**src/rtl/tesla_drive_unit.sv**
```systemverilog
// tesla_drive_unit
// Drive-train stage downstream of the cruise/stop controller. It ramps the
// vehicle speed on a prescaled tick with saturating arithmetic. It also runs a
// door-lock FSM that releases the doors only after the car has been stationary,
// with an unlock request held for UNLOCK_DELAY cycles.
//
// Ports:
//   clk            in   system clock, rising edge
//   rst            in   synchronous active-high reset, overrides all inputs
//   accelerate_car in   ramp speed up on each tick (otherwise ramp down)
//   unlock_doors   in   request door release
//   car_speed      out  8-bit registered vehicle speed
//   door_locked    out  registered, 1 unless the door FSM is OPEN
//   moving         out  combinational car_speed != 0
module tesla_drive_unit #(
  parameter int         TICK_DIV     = 4,
  parameter logic [7:0] ACCEL_STEP   = 8'd2,
  parameter logic [7:0] DECEL_STEP   = 8'd3,
  parameter logic [7:0] MAX_SPEED    = 8'd200,
  parameter int         UNLOCK_DELAY = 3
) (
  input  logic       clk,
  input  logic       rst,
  input  logic       accelerate_car,
  input  logic       unlock_doors,
  output logic [7:0] car_speed,
  output logic       door_locked,
  output logic       moving
);

  localparam int TCW = (TICK_DIV > 2) ? $clog2(TICK_DIV) : 1;
  localparam int WCW = (UNLOCK_DELAY > 1) ? $clog2(UNLOCK_DELAY) : 1;
  localparam logic [TCW-1:0] TICK_LAST = TCW'(TICK_DIV - 1);
  localparam logic [WCW-1:0] WAIT_LAST = WCW'(UNLOCK_DELAY - 1);

  typedef enum logic [1:0] {
    ST_LOCKED = 2'd0,
    ST_WAIT   = 2'd1,
    ST_OPEN   = 2'd2
  } door_state_e;

  // The sum is widened to 9 bits so a step near the top can never wrap.
  function automatic logic [7:0] sat_add(input logic [7:0] a,
                                         input logic [7:0] b,
                                         input logic [7:0] ceil);
    logic [8:0] s;
    s = {1'b0, a} + {1'b0, b};
    if (s > {1'b0, ceil}) return ceil;
    else                  return s[7:0];
  endfunction

  function automatic logic [7:0] sat_sub(input logic [7:0] a,
                                         input logic [7:0] b);
    if (a < b) return 8'd0;
    else       return a - b;
  endfunction

  logic [TCW-1:0] tick_cnt_q, tick_cnt_d;
  logic [7:0]     car_speed_q, car_speed_d;
  logic [WCW-1:0] wait_cnt_q, wait_cnt_d;
  door_state_e    state_q, state_d;
  logic           door_locked_q, door_locked_d;
  logic           tick;
  logic           cond;

  // Prescaler: free-running, independent of the commands.
  always_comb begin
    tick       = (tick_cnt_q == TICK_LAST);
    tick_cnt_d = tick ? '0 : tick_cnt_q + TCW'(1);
  end

  // Speed update only on tick edges.
  always_comb begin
    car_speed_d = car_speed_q;
    if (tick) begin
      if (accelerate_car) car_speed_d = sat_add(car_speed_q, ACCEL_STEP, MAX_SPEED);
      else                car_speed_d = sat_sub(car_speed_q, DECEL_STEP);
    end
  end

  // Door FSM. Acceleration clears cond, so it always wins over an unlock
  // request, and any speed leaving zero drops the FSM back to LOCKED.
  always_comb begin
    cond       = unlock_doors & ~accelerate_car & (car_speed_q == 8'd0);
    state_d    = state_q;
    wait_cnt_d = wait_cnt_q;
    case (state_q)
      ST_LOCKED: begin
        if (cond) begin
          state_d    = ST_WAIT;
          wait_cnt_d = '0;
        end
      end
      ST_WAIT: begin
        if (!cond)                       state_d = ST_LOCKED;
        else if (wait_cnt_q == WAIT_LAST) state_d = ST_OPEN;
        else                             wait_cnt_d = wait_cnt_q + WCW'(1);
      end
      ST_OPEN: begin
        if (!cond) state_d = ST_LOCKED;
      end
      default: state_d = ST_LOCKED;
    endcase
    // Registered Moore output derived from the state being entered.
    door_locked_d = (state_d != ST_OPEN);
  end

  always_ff @(posedge clk) begin
    if (rst) begin
      tick_cnt_q    <= '0;
      car_speed_q   <= 8'd0;
      wait_cnt_q    <= '0;
      state_q       <= ST_LOCKED;
      door_locked_q <= 1'b1;
    end else begin
      tick_cnt_q    <= tick_cnt_d;
      car_speed_q   <= car_speed_d;
      wait_cnt_q    <= wait_cnt_d;
      state_q       <= state_d;
      door_locked_q <= door_locked_d;
    end
  end

  assign car_speed   = car_speed_q;
  assign door_locked = door_locked_q;
  assign moving      = (car_speed_q != 8'd0);

endmodule

```
**config.mk**
```make
export PLATFORM = sky130hd
export DESIGN_NAME = tesla_drive_unit
export DESIGN_NICKNAME = d
export VERILOG_FILES = /design/src/rtl/tesla_drive_unit.sv
export SDC_FILE = /design/constraint.sdc
export NUM_CORES = 1
export LEC_CHECK = 0
export CORE_MARGIN = 2
export CORE_UTILIZATION = 45
export DETAILED_ROUTE_END_ITERATION = 8
export GPL_ROUTABILITY_DRIVEN = 0
export PLACE_DENSITY = 0.72
export REMOVE_ABC_BUFFERS = 1
export SYNTH_ARGS = -nofsm -noshare
export SYNTH_HDL_FRONTEND = slang
export SYNTH_SLANG_ARGS = --single-unit
```
**constraint.sdc**
```tcl
create_clock -name clk -period 3.25 [get_ports clk]
set_input_delay 0.65 -clock clk [delete_from_list [all_inputs] [get_ports clk]]
set_output_delay 0.65 -clock clk [all_outputs]
set_load 0.02 [all_outputs]
```
==> flow_metrics.env <==
export IMPL_status="finished clean"
export IMPL_place_ws_ps=834.0
export IMPL_synth_edf_count=0
export IMPL_firstDrtPassIters=4
export IMPL_synth_top_area_frac=0.2578
export IMPL_cp_max_fo=12
export IMPL_crit_family="buffers and inverters"
export IMPL_worst_r2r_endpoint="car_speed[0]"
export IMPL_use_met1=0.2781
export IMPL_setup_viol=0
export IMPL_startpoint_type="register"
export IMPL_fin_crit_sh=0.7878
export IMPL_cp_slowest_cell="clkdlybuf4s50_1"
export IMPL_cp_startpoint="car_speed[1]"
export IMPL_synth_async_sr_flop_share=0
export IMPL_holdPathStages=1
export IMPL_start_util=0.4745
export IMPL_worstReg2RegStart="car_speed[2]"
export IMPL_synth_seq_cells=15
export IMPL_grtUsageMet3=0.02732
export IMPL_grt_util_met2=0.3810
export IMPL_clk_latency_ps=290
export IMPL_rows=18
export IMPL_routed_wl_um=2902
export IMPL_timing_worst_setup_path_type="register to output pin"
export IMPL_synthToLayoutAreaGrowth_pct=12.89
export IMPL_grt_start_max_net_pins=17
export IMPL_synth_cells=152
export IMPL_power_leakage_nw=0.4858
export IMPL_cp_arrival_ps=1910
export IMPL_cts_inserted_buffers=3
export IMPL_max_clock_freq_ghz=0.3906
export IMPL_via_count=1174
export IMPL_synth_area_um2=1165
export IMPL_htreeDepth=1
export IMPL_crit_cells=4
export IMPL_synthDistinctLibCells=47
export IMPL_synth_main_ff_cell="dfxtp_1"
export IMPL_drive_above_1_share=0.06962
export IMPL_syn_avg_cell_area_um2=7.664
export IMPL_io_buffers=13
export IMPL_fin_area_um2=1315
export IMPL_power_density_nw_per_um2=297.9
export IMPL_crit_chain="inv_1, ha_1, nand3_2, clkdlybuf4s50_1"
export IMPL_cts_sinks=15
export IMPL_rr_worst_depth=6
export IMPL_worstSetupEndpointType="output pin"
export IMPL_postRouteAntennaNets=0
export IMPL_drv_slew=0
export IMPL_grt_overflow_total=0
export IMPL_clk_pin_slew_worst_paths_ps=100
export IMPL_fin_nets=170
export IMPL_root_buffer="clkbuf_4"
export IMPL_ios=14
export IMPL_fp_dieH_um=54.88
export IMPL_placed_cells=184
export IMPL_viasPerCell=6.245
export IMPL_fin_crit_ps=2560
export IMPL_instances_no_fill=188
export IMPL_crit_path_end="moving"
export IMPL_r2r_slack_ps=1020
export IMPL_cts_resized=0
export IMPL_skew_ps=15.77
export IMPL_yosys_area_top_type="dfxtp_1"
export IMPL_yosysWarnings=0
export IMPL_gr_usage_all_layers=0.2202
export IMPL_n_antenna_cell=0
export IMPL_setup_ws_ps=689.6
export IMPL_slew_headroom=0.5792
export IMPL_worstPathRequired_ps=2600
export IMPL_core_um2=2455
export IMPL_rsz0062_at_grt="no"
export IMPL_wire_per_inst_um=15.44
export IMPL_antenna_found_initial=0
export IMPL_ir_drop_mv=0.1572
export IMPL_max_cap_violations=0
export IMPL_postPlaceCellArea_um2=1287
export IMPL_post_route_drc_count=0
export IMPL_synth_most_common_cell="nand2_1"
export IMPL_top_usage_layer="met2"
export IMPL_synth_cells_most_frequent="17 x nand2_1, 15 x dfxtp_1, 11 x clkbuf_1, 10 x a21oi_1"
export IMPL_clockBufferDepth=2
export IMPL_cts_hold_buf=0
export IMPL_cts_tree="built"
export IMPL_hold_viol=0
export IMPL_synthTopCellsByArea="dfxtp_1 26%, ha_1 7.5%, nand2_1 5.5%, a21oi_1 4.3%, o21ai_0 3.9%"
export IMPL_grt_pass1_vias=1087
export IMPL_cp_slowest_stage_delay_ps=610
export IMPL_die_x_um=54.88
export IMPL_drtIter0Drc=57
export IMPL_post_cts_buffers=0
export IMPL_die_area_um2=3012
export IMPL_synth_seq_area_share=0.2578
export IMPL_grt_pass1_wl_um=4857
export IMPL_crit_buf_inv=2
export IMPL_fin_tns_setup_ps=0
export IMPL_dpl_hpwl_um=2077
export IMPL_worst_pin_slew_ps=626.4
export IMPL_holdCritPathClass="register to register"
worst reg2reg max path, delay by kind of cell (launching register included):
kind | cells | cell delay [ps]
fa+ha+maj | 1 | 460
flops | 1 | 620
compound gates | 3 | 600
simple gates | 2 | 420
logic make-up (layout without fill, tap and decap cells):
kind of cell,Yosys count,count (layout),share of synthesized area
fa+ha+maj,7,7,0.07518
mux,1,1,0.008593
simple gates,60,60,0.2997
compound gates,48,48,0.2847
buf+inv,21,27,0.07411
flops,15,15,0.2578
how the worst min path moves through the flow:
stage                        startpoint       endpoint  slack (ps)
after floorplan           tick_cnt_q[0]  tick_cnt_q[0]         400
after global placement    tick_cnt_q[0]  tick_cnt_q[0]         410
after detailed placement  tick_cnt_q[0]  tick_cnt_q[0]         420
after CTS                 tick_cnt_q[0]  tick_cnt_q[0]         440
after global routing      tick_cnt_q[0]  tick_cnt_q[0]         470
final                     tick_cnt_q[0]  tick_cnt_q[0]         430
layer usage:
metal	part of all wire	vias to the layer above
met1	0.45	550
met2	0.48	48
met3	0.052	6
met5	0	-
li1	-	570
met4	0.018	0
sequential cells by signal, indices dropped and copies added (netlist names):
| register | count |
|---|---|
| car_speed | 8 |
| tick_cnt_q | 2 |
| door_locked | 1 |
| state_q | 2 |
| wait_cnt_q | 2 |
per-stage QoR:
stage / hold WS, ps / utilization / total power, mW
finish: 429.7 / 0.5357 / 0.3917
global route: 468.3 / 0.5357 / 0.4109
CTS: 436.4 / 0.5357 / 0.3946
detailed placement: 423.6 / 0.5245 / 0.2863
global placement: 413.9 / 0.5245 / 0.2837
floorplan: 400.3 / - / 0.2540
cell type report:
class / count / area (um^2)
clock buffer: 3 / 22.52
multi-input combinational: 116 / 778.2
inverter: 9 / 33.78
tap: 30 / 37.54
clock inverter: 1 / 5.005
fill: 228 / 1140
sequential: 15 / 300.3
timing repair buffer: 14 / 137.6
power breakdown:
part	total, mW	switching [mW]	leakage (nW)	internal [mW]
Sequential	0.202	0.0113	0.122	0.191
Clock	0.109	0.0630	0.0177	0.0457
Combinational	0.0811	0.0443	0.346	0.0368
layout by cell type (no fill, tap or decap), types with 3 or more instances in the layout:
cell type	synthesis	routed
nand2_1	17	17
clkbuf_4	0	3
dfxtp_1	15	15
and3_1	3	3
nor2b_1	4	4
nor3_1	4	4
o21ai_0	9	9
inv_1	9	9
ha_1	7	7
a21boi_0	4	4
a311oi_1	4	4
nor2_1	7	7
nand2b_1	5	5
clkdlybuf4s50_1	0	13
a21oi_1	10	10
Power figures use the tool's default switching activity.
